[config.mk]
export PLATFORM = sky130hd
export DESIGN_NAME = jtag_bus_bridge
export DESIGN_NICKNAME = d
export VERILOG_FILES = /design/src/rtl/jtag_bus_bridge.sv
export SDC_FILE = /design/constraint.sdc
export NUM_CORES = 1
export LEC_CHECK = 0
export BUFFER_PORTS_ARGS = -buffer_cell sky130_fd_sc_hd__buf_2
export CORE_UTILIZATION = 40
export DETAILED_ROUTE_END_ITERATION = 12
export PLACE_DENSITY = 0.57
export SYNTH_ARGS = -nofsm -noshare
export SYNTH_HDL_FRONTEND = slang
export SYNTH_SLANG_ARGS = --single-unit
[constraint.sdc]
create_clock -name tck -period 3.3 [get_ports tck]
set_clock_uncertainty 0.15 [all_clocks]
set_input_delay 0.165 -clock tck [delete_from_list [all_inputs] [get_ports tck]]
set_output_delay 0.165 -clock tck [all_outputs]
set_load 0.02 [all_outputs]
[src/rtl/jtag_bus_bridge.sv]
// rtl/jtag_bus_bridge.sv - JTAG TAP to simple memory-bus bridge
module jtag_bus_bridge #(
   parameter int          ADDR_W  = 8,
   parameter int          DATA_W  = 16,
   parameter logic [31:0] IDCODE  = 32'h1234_5001,
   parameter int          TIMEOUT = 255
) (
   input  logic              tck,
   input  logic              jtag_rst,
   input  logic              tms,
   input  logic              tdi,
   output logic              tdo,
   output logic              enable_tdo,
   input  logic              ready,
   input  logic [DATA_W-1:0] rdata,
   output logic              sel,
   output logic              we,
   output logic [ADDR_W-1:0] addr,
   output logic [DATA_W-1:0] wdata
);

   // One shared DR shift register, wide enough for the largest DR
   localparam int DR_W = (DATA_W + 2 > 32) ? DATA_W + 2 : 32;

   localparam logic [3:0] IR_IDCODE   = 4'b0001;
   localparam logic [3:0] IR_SET_ADDR = 4'b1110;
   localparam logic [3:0] IR_SET_DATA = 4'b1100;
   localparam logic [3:0] IR_DATA_INC = 4'b1000;

   typedef enum logic [3:0] {
      TAP_TLR, TAP_RTI, TAP_SEL_DR, TAP_CAP_DR, TAP_SH_DR, TAP_EX1_DR,
      TAP_PA_DR, TAP_EX2_DR, TAP_UPD_DR, TAP_SEL_IR, TAP_CAP_IR, TAP_SH_IR,
      TAP_EX1_IR, TAP_PA_IR, TAP_EX2_IR, TAP_UPD_IR
   } tap_state_t;

   typedef enum logic [1:0] {ACC_IDLE, ACC_REQ, ACC_WAIT} acc_state_t;

   tap_state_t        r_tap, w_tap_next;
   acc_state_t        r_acc, w_acc_next;
   logic [3:0]        r_ir, r_ir_sr;
   logic [DR_W-1:0]   r_dr, w_dr_shift, w_dr_cap;
   logic [6:0]        w_dr_len;
   logic              w_sel_idcode, w_sel_addr, w_sel_data;
   logic              w_acc_idle, w_cmd_read, w_cmd_write, w_timeout, w_done;
   logic [1:0]        w_status;
   logic              r_ready_meta, r_ready_s;
   logic              r_we, r_inc, r_err;
   logic [ADDR_W-1:0] r_addr;
   logic [DATA_W-1:0] r_wdata, r_data;
   logic [15:0]       r_tmo_cnt;
   logic              r_tdo, r_en;
   logic              w_ir_path;

   assign sel        = (r_acc != ACC_IDLE);
   assign we         = r_we;
   assign addr       = r_addr;
   assign wdata      = r_wdata;
   assign tdo        = r_tdo;
   assign enable_tdo = r_en;
   assign w_acc_idle = (r_acc == ACC_IDLE);

   // TAP state register
   always_ff @(posedge tck) begin
      if (jtag_rst) r_tap <= TAP_TLR;
      else          r_tap <= w_tap_next;
   end

   // TAP next-state decode (IEEE 1149.1 state graph)
   always_comb begin
      w_tap_next = r_tap;
      case (r_tap)
         TAP_TLR:    w_tap_next = tms ? TAP_TLR    : TAP_RTI;
         TAP_RTI:    w_tap_next = tms ? TAP_SEL_DR : TAP_RTI;
         TAP_SEL_DR: w_tap_next = tms ? TAP_SEL_IR : TAP_CAP_DR;
         TAP_CAP_DR: w_tap_next = tms ? TAP_EX1_DR : TAP_SH_DR;
         TAP_SH_DR:  w_tap_next = tms ? TAP_EX1_DR : TAP_SH_DR;
         TAP_EX1_DR: w_tap_next = tms ? TAP_UPD_DR : TAP_PA_DR;
         TAP_PA_DR:  w_tap_next = tms ? TAP_EX2_DR : TAP_PA_DR;
         TAP_EX2_DR: w_tap_next = tms ? TAP_UPD_DR : TAP_SH_DR;
         TAP_UPD_DR: w_tap_next = tms ? TAP_SEL_DR : TAP_RTI;
         TAP_SEL_IR: w_tap_next = tms ? TAP_TLR    : TAP_CAP_IR;
         TAP_CAP_IR: w_tap_next = tms ? TAP_EX1_IR : TAP_SH_IR;
         TAP_SH_IR:  w_tap_next = tms ? TAP_EX1_IR : TAP_SH_IR;
         TAP_EX1_IR: w_tap_next = tms ? TAP_UPD_IR : TAP_PA_IR;
         TAP_PA_IR:  w_tap_next = tms ? TAP_EX2_IR : TAP_PA_IR;
         TAP_EX2_IR: w_tap_next = tms ? TAP_UPD_IR : TAP_SH_IR;
         TAP_UPD_IR: w_tap_next = tms ? TAP_SEL_DR : TAP_RTI;
         default:    w_tap_next = TAP_TLR;
      endcase
   end

   // Instruction decode; unknown codes fall through to the 1-bit bypass DR
   always_comb begin
      w_sel_idcode = (r_ir == IR_IDCODE);
      w_sel_addr   = (r_ir == IR_SET_ADDR);
      w_sel_data   = (r_ir == IR_SET_DATA) || (r_ir == IR_DATA_INC);
      w_dr_len     = 7'd1;
      if (w_sel_idcode)    w_dr_len = 7'd32;
      else if (w_sel_addr) w_dr_len = 7'(ADDR_W);
      else if (w_sel_data) w_dr_len = 7'(DATA_W + 2);
   end

   // DR shift: tdi enters at the top bit of the currently selected DR length
   always_comb begin
      w_dr_shift = {1'b0, r_dr[DR_W-1:1]};
      for (int i = 0; i < DR_W; i++) begin
         if (i == int'(w_dr_len) - 1) w_dr_shift[i] = tdi;
      end
   end

   // DR capture values; data status reports BUSY first, then a pending timeout
   always_comb begin
      w_dr_cap = '0;
      w_status = 2'b10;
      if (!w_acc_idle) w_status = 2'b01;
      else if (r_err)  w_status = 2'b11;
      if (w_sel_idcode) begin
         w_dr_cap[31:0] = IDCODE;
      end else if (w_sel_addr) begin
         if (w_acc_idle) w_dr_cap[ADDR_W-1:0] = r_addr;
         else            w_dr_cap = r_dr;
      end else if (w_sel_data) begin
         if (w_acc_idle) w_dr_cap[DATA_W+1:2] = r_data;
         w_dr_cap[1:0] = w_status;
      end
   end

   // IR and DR registers, driven by the TAP state
   always_ff @(posedge tck) begin
      if (jtag_rst) begin
         r_ir    <= IR_IDCODE;
         r_ir_sr <= 4'b0;
         r_dr    <= '0;
      end else begin
         case (r_tap)
            TAP_TLR:    r_ir    <= IR_IDCODE;
            TAP_CAP_IR: r_ir_sr <= 4'b0101;
            TAP_SH_IR:  r_ir_sr <= {tdi, r_ir_sr[3:1]};
            TAP_UPD_IR: r_ir    <= r_ir_sr;
            TAP_CAP_DR: r_dr    <= w_dr_cap;
            TAP_SH_DR:  r_dr    <= w_dr_shift;
            default:    ;
         endcase
      end
   end

   // ready crosses from the memory clock domain through two flops
   always_ff @(posedge tck) begin
      if (jtag_rst) begin
         r_ready_meta <= 1'b1;
         r_ready_s    <= 1'b1;
      end else begin
         r_ready_meta <= ready;
         r_ready_s    <= r_ready_meta;
      end
   end

   // Access FSM state register
   always_ff @(posedge tck) begin
      if (jtag_rst) r_acc <= ACC_IDLE;
      else          r_acc <= w_acc_next;
   end

   // Access FSM next state; timeout takes priority over a late ready
   always_comb begin
      w_acc_next  = r_acc;
      w_done      = 1'b0;
      w_cmd_read  = (r_tap == TAP_UPD_DR) && w_sel_data && w_acc_idle && (r_dr[1:0] == 2'b01);
      w_cmd_write = (r_tap == TAP_UPD_DR) && w_sel_data && w_acc_idle && (r_dr[1:0] == 2'b10);
      w_timeout   = !w_acc_idle && (r_tmo_cnt == 16'(TIMEOUT - 1));
      case (r_acc)
         ACC_IDLE: if (w_cmd_read || w_cmd_write) w_acc_next = ACC_REQ;
         ACC_REQ: begin
            if (w_timeout)       w_acc_next = ACC_IDLE;
            else if (!r_ready_s) w_acc_next = ACC_WAIT;
         end
         ACC_WAIT: begin
            if (w_timeout) begin
               w_acc_next = ACC_IDLE;
            end else if (r_ready_s) begin
               w_acc_next = ACC_IDLE;
               w_done     = 1'b1;
            end
         end
         default: w_acc_next = ACC_IDLE;
      endcase
   end

   // Bus-side registers: request fields, read data, address, sticky error
   always_ff @(posedge tck) begin
      if (jtag_rst) begin
         r_we      <= 1'b0;
         r_inc     <= 1'b0;
         r_err     <= 1'b0;
         r_addr    <= '0;
         r_wdata   <= '0;
         r_data    <= '0;
         r_tmo_cnt <= '0;
      end else begin
         if (w_acc_idle) r_tmo_cnt <= '0;
         else            r_tmo_cnt <= r_tmo_cnt + 16'd1;
         if (w_cmd_read || w_cmd_write) begin
            r_we  <= w_cmd_write;
            r_inc <= (r_ir == IR_DATA_INC);
         end
         if (w_cmd_write) begin
            r_wdata <= r_dr[DATA_W+1:2];
            r_data  <= r_dr[DATA_W+1:2];
         end
         if (w_done) begin
            if (!r_we) r_data <= rdata;
            if (r_inc) r_addr <= r_addr + ADDR_W'(1);
         end
         if ((r_tap == TAP_UPD_DR) && w_sel_addr && w_acc_idle) r_addr <= r_dr[ADDR_W-1:0];
         if (w_timeout) r_err <= 1'b1;
         else if ((r_tap == TAP_CAP_DR) && w_sel_data && w_acc_idle) r_err <= 1'b0;
      end
   end

   assign w_ir_path = (r_tap == TAP_SEL_IR) || (r_tap == TAP_CAP_IR) || (r_tap == TAP_SH_IR) ||
                      (r_tap == TAP_EX1_IR) || (r_tap == TAP_PA_IR)  || (r_tap == TAP_EX2_IR) ||
                      (r_tap == TAP_UPD_IR);

   // tdo and its enable change on falling tck so the host samples them on the rising edge
   always_ff @(negedge tck) begin
      if (jtag_rst) begin
         r_tdo <= 1'b0;
         r_en  <= 1'b0;
      end else begin
         r_tdo <= w_ir_path ? r_ir_sr[0] : r_dr[0];
         r_en  <= (r_tap == TAP_SH_DR) || (r_tap == TAP_SH_IR);
      end
   end

endmodule

; ---- Yosys cells after proc, flatten, opt, wreduce, memory -nomap -nowiden
; Cells that the tools add are included.
[word_totals]
elab_cells = 192
reg_bits = 109
out_inout_bits = 28
inputBits = 21
[classes]
reduce_logical = 36
eq_ne = 59
mux = 78
addsub = 3
[op_table]
columns = op, count
row1 = $eq 6x7->1 const A, 16
row2 = $mux 16, 4
row3 = $pmux 32 s2, 1
row4 = $eq 5x7->1 const A, 8
row5 = $pmux 4 s12, 1
row6 = $eq 4x4->1 const B, 11
row7 = $mux 1, 42
row8 = $mux 18, 2
row9 = $logic_not 32->1, 1
row10 = $mux 32, 1
row11 = $mux 8, 4
row12 = $eq 4x7->1 const A, 4
row13 = $mux 24, 1
row14 = $mux 2, 9
row15 = $add 16x1->16 const B, 1
row16 = $eq 16x8->1 const B, 1
row17 = $eq 4x3->1 const B, 4
row18 = $mux 4, 4
row19 = $pmux 4 s2, 2
row20 = $eq 3x7->1 const A, 2
row21 = $mux 14, 1
row22 = $reduce_bool 2->1, 7
row23 = $mux 5, 2
row24 = $logic_and 1x1->1, 9
row25 = other kinds (21), 38

; ---- Depth between registers and ports, before layout
; Gate-level depths: netlist of the first run.
[depth]
depth_word = 9
depth_mapped = 9
depth_no_buf = 6

==> flow_summary.html, run 1 <==
<table>
<tr><th>Metric</th><th>Value</th></tr>
<tr><th colspan="2">Die</th></tr>
<tr><td>Number of rows created at floorplan</td><td>40</td></tr>
<tr><td>Number of top-level pins</td><td>49</td></tr>
<tr><td>Horizontal die dimension</td><td>114 um</td></tr>
<tr><td>Die Height</td><td>114 um</td></tr>
<tr><td>Area of the die</td><td>13,000 um^2</td></tr>
<tr><td>Initial core utilization</td><td>approximately two fifths</td></tr>
<tr><td>Total core area</td><td>12,200 um^2</td></tr>
<tr><th colspan="2">Logic synthesis</th></tr>
<tr><td>Async S/R FF share, synth</td><td>0%</td></tr>
<tr><td>Number of synthesized register bits</td><td>109</td></tr>
<tr><td>Netlist area before placement</td><td>5040 um^2</td></tr>
<tr><td>Share of cell area taken by muxes after synthesis</td><td>less than 1%</td></tr>
<tr><td>Sequential share of the synthesized area</td><td>between 40% and 50%</td></tr>
<tr><td>Ys Warns</td><td>0</td></tr>
<tr><td>Main flop type after synthesis</td><td>dfxtp_1</td></tr>
<tr><td>Unique cell type count in the Yosys netlist</td><td>64</td></tr>
<tr><td>Gate count of the mapped netlist</td><td>between 500 and 600</td></tr>
<tr><td>Largest cells by area after synthesis</td><td>dfxtp_1, nand2_1, a21oi_1</td></tr>
<tr><td>Post-synthesis share of cell area spent on full adders, half adders and majority gates</td><td>0.745%</td></tr>
<tr><td>Synthesized area per cell</td><td>approximately 8.4 um^2</td></tr>
<tr><td>Number of flops mapped to enable cells by yosys</td><td>0</td></tr>
<tr><td>Cell type with the largest total area after synthesis</td><td>dfxtp_1</td></tr>
<tr><td>Fraction of the mapped netlist area in compound gates</td><td>22.5%</td></tr>
<tr><td>Number of nets in the synthesized netlist</td><td>about 620</td></tr>
<tr><td>Simple logic cell fraction of the synthesized area</td><td>25.0%</td></tr>
<tr><td>Main combinational cell family by area after synthesis</td><td>simple AND/OR/NAND/NOR gates</td></tr>
<tr><td>Proportion of netlist area held by the largest area contributor</td><td>a little over two fifths</td></tr>
<tr><td>Share of the synthesized netlist area taken by xor and xnor gates</td><td>2.09%</td></tr>
<tr><th colspan="2">Timing</th></tr>
<tr><td>Endpoints failing setup</td><td>0</td></tr>
<tr><td>Worst slew margin relative to its limit</td><td>29.3%</td></tr>
<tr><td>Fin. max-slew vios</td><td>0</td></tr>
<tr><td>RSZ-0062 raised after global routing</td><td>false</td></tr>
<tr><td>Setup TNS</td><td>0 ps</td></tr>
<tr><td>Final hold violation count</td><td>0</td></tr>
<tr><td>Slew at the pin with the worst max-slew slack</td><td>about 1000 ps</td></tr>
<tr><th colspan="2">Worst setup path</th></tr>
<tr><td>Startpoint types</td><td>register</td></tr>
<tr><td>Cells along the critical path</td><td>nor2b_1 &gt; and2_1 &gt; a21oi_1 &gt; nor2_1</td></tr>
<tr><td>Launching point of the worst reg2reg path</td><td>r_tap[3]</td></tr>
<tr><td>Type of destination of the critical path</td><td>register</td></tr>
<tr><td>Largest stage delay on the critical path</td><td>460 ps</td></tr>
<tr><td>Worst-path cell with the longest stage delay</td><td>dfxtp_1</td></tr>
<tr><td>Crit path required time</td><td>~1800 ps</td></tr>
<tr><td>Classification of the worst setup path</td><td>register to register</td></tr>
<tr><td>CP Launch Point</td><td>r_tap[3]</td></tr>
<tr><td>Crit path max fanout</td><td>7</td></tr>
<tr><td>Data arrival at the endpoint of the critical path</td><td>1500 ps</td></tr>
<tr><th colspan="2">CTS</th></tr>
<tr><td>TritonCTS clock tree</td><td>done</td></tr>
<tr><td>Number of clock sinks</td><td>109</td></tr>
<tr><td>Total setup buffers inserted after CTS</td><td>0</td></tr>
<tr><td>Clock network latency to the later pin of the worst-skew pair</td><td>350 ps</td></tr>
<tr><td>Clock Root Buffer</td><td>clkbuf_16</td></tr>
<tr><td>Count of H-tree levels built during CTS</td><td>3</td></tr>
<tr><td>Post-CTS clock slew at the launch and capture registers of the worst setup and hold paths</td><td>around 70 ps</td></tr>
<tr><td>Number of buffers between clock root and the deepest sink</td><td>2</td></tr>
<tr><td>Clock buffer count from CTS</td><td>9</td></tr>
<tr><th colspan="2">Place</th></tr>
<tr><td>Global placement routability congestion</td><td>a little over 0.8</td></tr>
<tr><td>Number of buffers added on ports</td><td>between 40 and 50</td></tr>
<tr><td>Total half-perimeter wirelength after legalization and detailed placement</td><td>8490 um</td></tr>
<tr><td>Post-Place Cell Area</td><td>5350 um^2</td></tr>
<tr><th colspan="2">Power</th></tr>
<tr><td>Leakage power total</td><td>2.01 nW</td></tr>
<tr><td>Largest vdd supply drop</td><td>245 uV</td></tr>
<tr><td>Pwr dens</td><td>between 400 and 500 nW/um^2</td></tr>
<tr><th colspan="2">Drt</th></tr>
<tr><td>Router iterations before antenna repair</td><td>5</td></tr>
<tr><td>Number of DRC markers in iteration 0</td><td>~320</td></tr>
<tr><td>Routed length per instance</td><td>between 15 and 20 um</td></tr>
<tr><td>Final routed DRC violation total</td><td>0</td></tr>
<tr><td>Antenna violation net count after detailed routing</td><td>0</td></tr>
<tr><td>Total vias in the final route</td><td>roughly 4,600</td></tr>
<tr><td>Via density per instance</td><td>about 5.8</td></tr>
<tr><td>Total Routed Length</td><td>12,900 um</td></tr>
<tr><th colspan="2">Global routing</th></tr>
<tr><td>Grt total ovfl</td><td>0</td></tr>
<tr><td>Global-route wire length before repair</td><td>21,400 um</td></tr>
<tr><td>Tot GR Track Use</td><td>between 20 and 25%</td></tr>
<tr><td>Number of global-route vias before repair</td><td>between 4,000 and 5,000</td></tr>
<tr><td>Pin count of the biggest net entering global routing</td><td>74</td></tr>
<tr><td>Initial antenna violation count</td><td>0</td></tr>
<tr><th colspan="2">Cells and area</th></tr>
<tr><td>Antenna Cells</td><td>0</td></tr>
<tr><td>Most used cells in the layout excluding fill and tap cells</td><td>dfxtp_1, nand2_1, a21oi_1</td></tr>
<tr><td>Total non-filler cell area in the finished layout</td><td>5700 um^2</td></tr>
<tr><td>Most common cell after layout, fill and taps aside</td><td>dfxtp_1</td></tr>
<tr><td>Filler Cell Count</td><td>1,213</td></tr>
<tr><td>Area added between synthesis and finish</td><td>13.2%</td></tr>
<tr><td>Ratio of cells with drive above 1 in the final layout</td><td>around 15%</td></tr>
<tr><td># nets final</td><td>647</td></tr>
<tr><th colspan="2">Job</th></tr>
<tr><td>Max-cap check violation count</td><td>0</td></tr>
<tr><th colspan="2">Hold path</th></tr>
<tr><td>Hold crit path type</td><td>primary input to register</td></tr>
<tr><td>Startpoint of the most critical hold path</td><td>rdata[8]</td></tr>
<tr><th colspan="2">Run status</th></tr>
<tr><td>Result of the run</td><td>finished clean</td></tr>
</table>
==> cell usage after synthesis (4+ instances only) <==
cell type	number
a21oi_1	51
a221oi_1	16
a311oi_1	20
a31oi_1	6
a32oi_1	4
and3_1	6
and4_1	5
and4b_1	5
buf_1	4
buf_2	9
buf_6	5
clkbuf_1	33
dfxtp_1	109
inv_1	14
nand2_1	74
nand3_1	22
nand4_1	16
nor2_1	43
nor2b_1	5
nor3_1	21
nor4_1	4
o2111ai_1	5
o211ai_1	6
o21ai_0	32
o31ai_1	5
or3_1	8
or4_1	6
xor2_1	9
==> power by group <==
| part | switching (mW) | internal [mW] | leakage [nW] |
|---|---|---|---|
| clock network | 0.514 | 0.646 | 0.169 |
| logic | 0.0787 | 0.0487 | 0.962 |
| registers | 0.0176 | 1.33 | 0.879 |
| total | 0.610 | 2.02 | 2.01 |
==> state kept, by name, indices dropped and copies added, names as in the netlist, 2 cells and up <==
register / flops
r_tmo_cnt: 16
r_ir: 4
addr: 8
r_dr: 32
wdata: 16
r_data: 16
r_acc: 2
r_tap: 4
r_ir_sr: 4
==> through the flow <==
step / cells / total power [mW] / setup WS (ps) / hold WS [ps] / util [%]
2_1_floorplan: 599 / 1.47 / 5.13 / 119 / -
3_3_place_gp: 776 / 1.50 / 351 / 209 / 44.0
3_5_place_dp: 776 / 1.51 / 323 / 207 / 44.0
4_1_cts: 796 / 2.66 / 338 / 44.6 / 46.9
5_1_grt: 796 / 2.72 / 223 / 64.6 / 46.9
6_report: 796 / 2.63 / 340 / 45.5 / 46.9
==> final timing paths <==
check,endpoint,slack (ps),depth (start not counted)
worst min-delay path,r_data[8],50,3
worst max-delay path,enable_tdo,340,4
worst min register to register,r_ready_s,270,1
worst max register to register,enable_tdo,340,4
==> repair_timing <==
| action | in CTS | in global routing |
|---|---|---|
| gates resized for setup | 0 | 0 |
| endpoints found under the setup margin | 0 | 0 |
| hold buffers | 3 | 0 |
| endpoints found under the hold margin | 3 | 0 |
==> cell type report <==
class                   count  area (um^2)  share of cell area (%)
multi-input cells         422         2550                    44.7
clock inverters             8         81.3                    1.43
inverters                  14         52.6                   0.921
flip-flops and latches    109         2180                    38.3
repair buffers             65          375                    6.58
clock buffers              10          250                    4.39
well taps                 168          210                    3.69
==> kinds of logic (layout without fill, tap and decap cells) <==
| group | count (synthesis) | count (layout) |
|---|---|---|
| AO/OA/AOI/OAI | 167 | 167 |
| XOR/XNOR | 12 | 12 |
| adder cells (fa/ha/maj) | 3 | 3 |
| buffers and inverters | 68 | 97 |
| flip-flops | 109 | 109 |
| multiplexers | 1 | 1 |
| AND/OR/NAND/NOR | 239 | 239 |
==> metal layers <==
metal	vias to the layer above	GRT usage (%)	share of wire (%)
met4	0	5.97	1.2
met3	13	3.76	4.3
met2	104	34.1	47
met1	2257	27.1	48
met5	-	0	0
li1	2265	-	-
==> critical path, delay by kind of cell (launching register included) <==
family | cells | cell delay, ps
AND/OR/NAND/NOR | 3 | 590
AO/OA/AOI/OAI | 1 | 100
flip-flops | 1 | 460
Power figures use the tool's default switching activity.
==> run 2: changes to the inputs <==
- CTS_BUF_LIST: not set -> sky130_fd_sc_hd__clkbuf_2 sky130_fd_sc_hd__clkbuf_4 sky130_fd_sc_hd__clkbuf_8
==> run 2 against run 1 <==
Register-to-register slack got worse by 20 ps. Largest power group unchanged. First-iteration DRC count down 4.0%. Critical path depth did not move. Sequential cell count stayed put. Wire length down 0.23%. Utilization decreased by 0.98 points.
==> flow_summary.html, run 2 (same netlist as run 1, synthesis figures left out) <==
<table>
<tr><th>Metric</th><th>Value</th></tr>
<tr><th colspan="2">Global routing</th></tr>
<tr><td>Busiest layer in global routing</td><td>met2 (unchanged)</td></tr>
<tr><td>Met2 global-route usage</td><td>33.9% (was 34.1%)</td></tr>
<tr><td>Number of global-route vias before repair</td><td>4,283 (was 4,294)</td></tr>
<tr><td>Global-route wire length before repair</td><td>21,300 um (was 21,400 um)</td></tr>
<tr><td>Global-route met3 utilization</td><td>3.65% (was 3.76%)</td></tr>
<tr><td>Initial antenna violation count</td><td>0 (unchanged)</td></tr>
<tr><td>Grt total ovfl</td><td>0 (unchanged)</td></tr>
<tr><td>Pin count of the biggest net entering global routing</td><td>74 (unchanged)</td></tr>
<tr><td>Tot GR Track Use</td><td>20.5% (about the same)</td></tr>
<tr><td>Met1 routing resource usage after global routing</td><td>27.0% (was 27.1%)</td></tr>
<tr><th colspan="2">Power</th></tr>
<tr><td>Leakage power total</td><td>1.95 nW (was 2.01 nW)</td></tr>
<tr><td>Post-layout total power</td><td>2.32 mW (was 2.63 mW)</td></tr>
<tr><td>Pwr dens</td><td>415 nW/um^2 (was 462 nW/um^2)</td></tr>
<tr><td>Largest vdd supply drop</td><td>243 uV (was 245 uV)</td></tr>
<tr><th colspan="2">CTS</th></tr>
<tr><td>Clock network latency to the later pin of the worst-skew pair</td><td>380 ps (was 350 ps)</td></tr>
<tr><td>Post-CTS clock slew at the launch and capture registers of the worst setup and hold paths</td><td>110 ps (was 70 ps)</td></tr>
<tr><td>Clock Root Buffer</td><td>clkbuf_8 (was clkbuf_16)</td></tr>
<tr><td>TritonCTS clock tree</td><td>done (unchanged)</td></tr>
<tr><td>Count of H-tree levels built during CTS</td><td>3 (unchanged)</td></tr>
<tr><td>Number of clock sinks</td><td>109 (unchanged)</td></tr>
<tr><td>Clock buffer count from CTS</td><td>9 (unchanged)</td></tr>
<tr><td>Number of buffers between clock root and the deepest sink</td><td>2 (unchanged)</td></tr>
<tr><td>Total setup buffers inserted after CTS</td><td>0 (unchanged)</td></tr>
<tr><th colspan="2">Worst setup path</th></tr>
<tr><td>Type of destination of the critical path</td><td>register (unchanged)</td></tr>
<tr><td>Data arrival at the endpoint of the critical path</td><td>1530 ps (was 1500 ps)</td></tr>
<tr><td>Worst-path cell with the longest stage delay</td><td>dfxtp_1 (unchanged)</td></tr>
<tr><td>Crit path max fanout</td><td>7 (unchanged)</td></tr>
<tr><td>Buf+Inv Stages, Crit Path</td><td>0 (unchanged)</td></tr>
<tr><td>Critical path depth in cells</td><td>4 (unchanged)</td></tr>
<tr><td>CP Launch Point</td><td>r_tap[3] (unchanged)</td></tr>
<tr><td>Reg2Reg Setup Slack</td><td>320 ps (was 340 ps)</td></tr>
<tr><td>Largest stage delay on the critical path</td><td>470 ps (was 460 ps)</td></tr>
<tr><td>Cells along the critical path</td><td>nor2b_1 &gt; and2_1 &gt; a21oi_1 &gt; nor2_1 (unchanged)</td></tr>
<tr><td>Category of cells accounting for the largest share of critical-path delay</td><td>simple AND/OR/NAND/NOR gates (unchanged)</td></tr>
<tr><td>Launching point of the worst reg2reg path</td><td>r_tap[3] (unchanged)</td></tr>
<tr><td>Worst setup path endpoint</td><td>enable_tdo (unchanged)</td></tr>
<tr><td>Classification of the worst setup path</td><td>register to register (unchanged)</td></tr>
<tr><td>Critical R2R Capture</td><td>enable_tdo (unchanged)</td></tr>
<tr><td>Cell depth of the worst flop-to-flop path</td><td>4 (unchanged)</td></tr>
<tr><td>Crit path required time</td><td>1850 ps (was 1840 ps)</td></tr>
<tr><td>Startpoint types</td><td>register (unchanged)</td></tr>
<tr><th colspan="2">Die</th></tr>
<tr><td>Horizontal die dimension</td><td>114 um (unchanged)</td></tr>
<tr><td>Die Height</td><td>114 um (unchanged)</td></tr>
<tr><td>Initial core utilization</td><td>41.4% (unchanged)</td></tr>
<tr><td>Area of the die</td><td>13,000 um^2 (unchanged)</td></tr>
<tr><td>Number of rows created at floorplan</td><td>40 (unchanged)</td></tr>
<tr><td>Total core area</td><td>12,200 um^2 (unchanged)</td></tr>
<tr><td>Number of top-level pins</td><td>49 (unchanged)</td></tr>
<tr><th colspan="2">Drt</th></tr>
<tr><td>Routed length per instance</td><td>16.2 um (about the same)</td></tr>
<tr><td>Router iterations before antenna repair</td><td>5 (unchanged)</td></tr>
<tr><td>Total Routed Length</td><td>12,900 um (about the same)</td></tr>
<tr><td>Number of DRC markers in iteration 0</td><td>311 (was 324)</td></tr>
<tr><td>Antenna violation net count after detailed routing</td><td>0 (unchanged)</td></tr>
<tr><td>Total vias in the final route</td><td>4,618 (was 4,639)</td></tr>
<tr><td>Final routed DRC violation total</td><td>0 (unchanged)</td></tr>
<tr><td>Via density per instance</td><td>5.80 (was 5.83)</td></tr>
<tr><th colspan="2">Cells and area</th></tr>
<tr><td>Area occupied by multi-input gates</td><td>2550 um^2 (unchanged)</td></tr>
<tr><td>Combined flip-flop and latch cell area</td><td>2180 um^2 (unchanged)</td></tr>
<tr><td>Filler Cell Count</td><td>1,226 (was 1,213)</td></tr>
<tr><td># nets final</td><td>647 (unchanged)</td></tr>
<tr><td>Ratio of cells with drive above 1 in the final layout</td><td>14.6% (unchanged)</td></tr>
<tr><td>Most common cell after layout, fill and taps aside</td><td>dfxtp_1 (unchanged)</td></tr>
<tr><td>Area added between synthesis and finish</td><td>10.9% (was 13.2%)</td></tr>
<tr><td>Register ranked first by flip-flop count</td><td>r_dr (unchanged)</td></tr>
<tr><td>Antenna Cells</td><td>0 (unchanged)</td></tr>
<tr><td>Largest register FFs</td><td>32 (unchanged)</td></tr>
<tr><td>Most used cells in the layout excluding fill and tap cells</td><td>dfxtp_1, nand2_1, a21oi_1 (unchanged)</td></tr>
<tr><th colspan="2">Hold path</th></tr>
<tr><td>Hold crit path type</td><td>primary input to register (unchanged)</td></tr>
<tr><td>Startpoint of the most critical hold path</td><td>rdata[8] (unchanged)</td></tr>
<tr><th colspan="2">Timing</th></tr>
<tr><td>Setup TNS</td><td>0 ps (unchanged)</td></tr>
<tr><td>Final hold violation count</td><td>0 (unchanged)</td></tr>
<tr><td>Slew at the pin with the worst max-slew slack</td><td>1030 ps (was 1050 ps)</td></tr>
<tr><td>Worst slew margin relative to its limit</td><td>30.1% (was 29.3%)</td></tr>
<tr><td>Fin. max-slew vios</td><td>0 (unchanged)</td></tr>
<tr><td>Endpoints failing setup</td><td>0 (unchanged)</td></tr>
<tr><td>RSZ-0062 raised after global routing</td><td>false (unchanged)</td></tr>
<tr><th colspan="2">Place</th></tr>
<tr><td>Total half-perimeter wirelength after legalization and detailed placement</td><td>8490 um (unchanged)</td></tr>
<tr><td>Global placement routability congestion</td><td>0.832 (unchanged)</td></tr>
<tr><td>Number of buffers added on ports</td><td>48 (unchanged)</td></tr>
<tr><th colspan="2">Run status</th></tr>
<tr><td>Result of the run</td><td>finished clean (unchanged)</td></tr>
<tr><th colspan="2">Job</th></tr>
<tr><td>Max-cap check violation count</td><td>0 (unchanged)</td></tr>
</table>
run 2: cell count changes in the layout (fill, tap and decap cells not counted):
cell	delta
clkbuf_8	+9
clkbuf_16	-10
clkinvlp_4	+1
run 2: where the power goes:
part           leakage, nW  switching [mW]  internal [mW]  total (mW)
logic                0.962          0.0789         0.0487       0.128
registers            0.879          0.0175           1.33        1.35
clock network        0.111           0.481          0.362       0.843
total                 1.95           0.577           1.74        2.32
run 2: layout make-up:
class	count	area share, %
Clock buffer	9	2.22
Timing Repair Buffer	65	6.72
Multi-Input combinational cell	422	45.7
Inverter	14	0.941
Clock inverter	9	1.59
Sequential cell	109	39.1
Tap cell	168	3.76
run 2: worst min-delay path by stage:
stage	to	slack, ps	depth (start not counted)
floorplan	r_ready_meta	120	1
finish	r_data[8]	8	3
CTS	r_data[8]	3	3
global placement	r_ready_meta	210	2
detailed placement	r_ready_meta	210	2
global route	r_data[5]	20	3
run 2: repair_timing:
action / 4_1_cts / 5_1_grt
hold endpoints to repair: 7 / 0
hold buffers: 3 / 0
gates resized for setup: 0 / 0
run 2: stage by stage:
stage	instance area [um^2]	setup WS, ps	hold slack (ps)	util [%]	instances
3_3_place_gp	5350	351	209	44.0	776
4_1_cts	5590	308	2.90	45.9	796
3_5_place_dp	5350	323	207	44.0	776
6_report	5590	318	7.76	45.9	796
2_1_floorplan	5040	5.13	119	-	599
5_1_grt	5590	191	22.0	45.9	796
run 2: worst min-delay path, delay by kind of cell:
family,cells,cell delay (ps)
AND/OR/NAND/NOR,1,170
AO/OA/AOI/OAI,1,70
buffers and inverters,1,100
run 2: metal layers:
layer  wire length (um)  up-vias
met1               6140     2237
met4                182        0
met3                552       12
met5                  0        -
li1                   -     2260
met2               5990      109
==> run 3: changes to the inputs <==
- CORE_UTILIZATION: 40 -> 50
- PLACE_DENSITY: 0.57 -> 0.68
==> run 3 against run 2 <==
Critical path depth did not move. First-iteration DRC count fell by 25%. Sequential cell count did not move. Register-to-register slack got worse by 60 ps. Sequential power barely moved. Worst hold slack improved by 1.6 ps. Combinational power barely moved. Highest routed layer unchanged. Critical endpoint unchanged.
==> flow_summary.html, run 3 (same netlist as run 1, synthesis figures left out) <==
<table>
<tr><th>Metric</th><th>Value</th></tr>
<tr><th colspan="2">Cells and area</th></tr>
<tr><td>Antenna Cells</td><td>0 (unchanged)</td></tr>
<tr><td>Ratio of cells with drive above 1 in the final layout</td><td>14.2% (was 14.6%)</td></tr>
<tr><td>Non-filler instance count after layout</td><td>760 (was 796)</td></tr>
<tr><td># nets final</td><td>646 (was 647)</td></tr>
<tr><td>Register ranked first by flip-flop count</td><td>r_dr (unchanged)</td></tr>
<tr><td>Area added between synthesis and finish</td><td>10.1% (was 10.9%)</td></tr>
<tr><td>Most common cell after layout, fill and taps aside</td><td>dfxtp_1 (unchanged)</td></tr>
<tr><td>Most used cells in the layout excluding fill and tap cells</td><td>dfxtp_1, nand2_1, a21oi_1 (unchanged)</td></tr>
<tr><td>Largest register FFs</td><td>32 (unchanged)</td></tr>
<tr><th colspan="2">Global routing</th></tr>
<tr><td>Number of global-route vias before repair</td><td>4,219 (was 4,283)</td></tr>
<tr><td>Initial antenna violation count</td><td>0 (unchanged)</td></tr>
<tr><td>Tot GR Track Use</td><td>24.5% (was 20.5%)</td></tr>
<tr><td>Grt total ovfl</td><td>0 (unchanged)</td></tr>
<tr><td>Pin count of the biggest net entering global routing</td><td>53 (was 74)</td></tr>
<tr><td>Global-route wire length before repair</td><td>20,200 um (was 21,300 um)</td></tr>
<tr><th colspan="2">Power</th></tr>
<tr><td>Post-layout total power</td><td>2.36 mW (was 2.32 mW)</td></tr>
<tr><td>Pwr dens</td><td>426 nW/um^2 (was 415 nW/um^2)</td></tr>
<tr><td>Leakage power total</td><td>1.96 nW (was 1.95 nW)</td></tr>
<tr><td>Largest vdd supply drop</td><td>302 uV (was 243 uV)</td></tr>
<tr><th colspan="2">Timing</th></tr>
<tr><td>Final setup margin</td><td>254 ps (was 318 ps)</td></tr>
<tr><td>Final hold violation count</td><td>0 (unchanged)</td></tr>
<tr><td>Slew at the pin with the worst max-slew slack</td><td>1010 ps (was 1030 ps)</td></tr>
<tr><td>Endpoints failing setup</td><td>0 (unchanged)</td></tr>
<tr><td>Worst slew margin relative to its limit</td><td>31.6% (was 30.1%)</td></tr>
<tr><td>Setup TNS</td><td>0 ps (unchanged)</td></tr>
<tr><td>Fin. max-slew vios</td><td>0 (unchanged)</td></tr>
<tr><td>RSZ-0062 raised after global routing</td><td>false (unchanged)</td></tr>
<tr><th colspan="2">Die</th></tr>
<tr><td>Number of top-level pins</td><td>49 (unchanged)</td></tr>
<tr><td>Area of the die</td><td>10,500 um^2 (was 13,000 um^2)</td></tr>
<tr><td>Horizontal die dimension</td><td>102 um (was 114 um)</td></tr>
<tr><td>Die Height</td><td>102 um (was 114 um)</td></tr>
<tr><td>Number of rows created at floorplan</td><td>36 (was 40)</td></tr>
<tr><td>Total core area</td><td>9770 um^2 (was 12,200 um^2)</td></tr>
<tr><td>Initial core utilization</td><td>51.5% (was 41.4%)</td></tr>
<tr><th colspan="2">Hold path</th></tr>
<tr><td>Hold crit path type</td><td>primary input to register (unchanged)</td></tr>
<tr><td>Hold-critical path depth</td><td>3 (unchanged)</td></tr>
<tr><th colspan="2">Drt</th></tr>
<tr><td>Total Routed Length</td><td>12,200 um (was 12,900 um)</td></tr>
<tr><td>Total vias in the final route</td><td>4,598 (was 4,618)</td></tr>
<tr><td>Routed length per instance</td><td>16.0 um (was 16.2 um)</td></tr>
<tr><td>Router iterations before antenna repair</td><td>5 (unchanged)</td></tr>
<tr><td>Antenna violation net count after detailed routing</td><td>0 (unchanged)</td></tr>
<tr><td>Number of DRC markers in iteration 0</td><td>232 (was 311)</td></tr>
<tr><td>Final routed DRC violation total</td><td>0 (unchanged)</td></tr>
<tr><td>Via density per instance</td><td>6.05 (was 5.80)</td></tr>
<tr><th colspan="2">Worst setup path</th></tr>
<tr><td>Data arrival at the endpoint of the critical path</td><td>1600 ps (was 1530 ps)</td></tr>
<tr><td>Cells along the critical path</td><td>nor2b_1 &gt; and2_1 &gt; a21oi_1 &gt; nor2_1 (unchanged)</td></tr>
<tr><td>Cell depth of the worst flop-to-flop path</td><td>4 (unchanged)</td></tr>
<tr><td>Worst-path cell with the longest stage delay</td><td>dfxtp_1 (unchanged)</td></tr>
<tr><td>Startpoint types</td><td>register (unchanged)</td></tr>
<tr><td>Crit path max fanout</td><td>9 (was 7)</td></tr>
<tr><td>Type of destination of the critical path</td><td>register (unchanged)</td></tr>
<tr><td>Classification of the worst setup path</td><td>register to register (unchanged)</td></tr>
<tr><td>Largest stage delay on the critical path</td><td>520 ps (was 470 ps)</td></tr>
<tr><td>Crit path required time</td><td>1860 ps (was 1850 ps)</td></tr>
<tr><th colspan="2">CTS</th></tr>
<tr><td>Clock network latency to the later pin of the worst-skew pair</td><td>380 ps (about the same)</td></tr>
<tr><td>Total setup buffers inserted after CTS</td><td>0 (unchanged)</td></tr>
<tr><td>Clock Root Buffer</td><td>clkbuf_8 (unchanged)</td></tr>
<tr><td>Number of buffers between clock root and the deepest sink</td><td>2 (unchanged)</td></tr>
<tr><td>Number of hold buffers added after CTS</td><td>3 (unchanged)</td></tr>
<tr><td>Post-CTS clock slew at the launch and capture registers of the worst setup and hold paths</td><td>100 ps (was 110 ps)</td></tr>
<tr><td>Number of gates resized after cts</td><td>0 (unchanged)</td></tr>
<tr><td>Number of clock sinks</td><td>109 (unchanged)</td></tr>
<tr><td>Clock buffer count from CTS</td><td>9 (unchanged)</td></tr>
<tr><td>Count of H-tree levels built during CTS</td><td>3 (unchanged)</td></tr>
<tr><td>TritonCTS clock tree</td><td>done (unchanged)</td></tr>
<tr><th colspan="2">Place</th></tr>
<tr><td>Number of buffers added on ports</td><td>48 (unchanged)</td></tr>
<tr><td>Total half-perimeter wirelength after legalization and detailed placement</td><td>7990 um (was 8490 um)</td></tr>
<tr><td>Placed cells</td><td>740 (was 776)</td></tr>
<tr><td>Global placement routability congestion</td><td>0.831 (was 0.832)</td></tr>
<tr><td>Minimum setup slack after placement</td><td>256 ps (was 323 ps)</td></tr>
<tr><th colspan="2">Job</th></tr>
<tr><td>Max-cap check violation count</td><td>0 (unchanged)</td></tr>
<tr><th colspan="2">Run status</th></tr>
<tr><td>Result of the run</td><td>finished clean (unchanged)</td></tr>
</table>
-- run 3: power breakdown --
part / switching (mW) / internal, mW / total (mW)
Sequential: 0.0179 / 1.33 / 1.35
Clock: 0.461 / 0.429 / 0.890
Combinational: 0.0782 / 0.0487 / 0.127
-- run 3: critical path: cells and delay by family (launching register included) --
kind	cells	cell delay, ps
AND/OR/NAND/NOR	3	610
flip-flops	1	520
AO/OA/AOI/OAI	1	100
-- run 3: area by class of cell --
| cell class | count | area, um^2 |
|---|---|---|
| Clock buffer | 9 | 124 |
| Clock inverter | 9 | 98.8 |
| Fill cell | 936 | 4230 |
| Inverter | 14 | 52.6 |
| Multi-Input combinational cell | 422 | 2550 |
| Sequential cell | 109 | 2180 |
| Tap cell | 133 | 166 |
| Timing Repair Buffer | 64 | 368 |
-- run 3: final timing paths --
kind,from,end,slack (ps)
max,r_tap[3],enable_tdo,250
min,rdata[13],r_data[13],9
max reg2reg,r_tap[3],enable_tdo,250
min reg2reg,r_ready_meta,r_ready_s,280
-- run 3: metrics by stage --
step           util, %  hold slack [ps]  instance area (um^2)
2_1_floorplan        -              119                  5040
4_1_cts           56.7             9.24                  5540
6_report          56.7             9.32                  5540
5_1_grt           56.7             31.8                  5540
3_3_place_gp      54.2              206                  5300
3_5_place_dp      54.2              209                  5300
-- run 3: metal layers --
metal | part of all wire (%) | GRT usage [%] | wire length [um]
met3 | 4.4 | 4.86 | 536
met1 | 47 | 32.2 | 5740
met5 | 0 | 0 | 0
met2 | 47 | 40.4 | 5740
met4 | 1.3 | 8.13 | 154
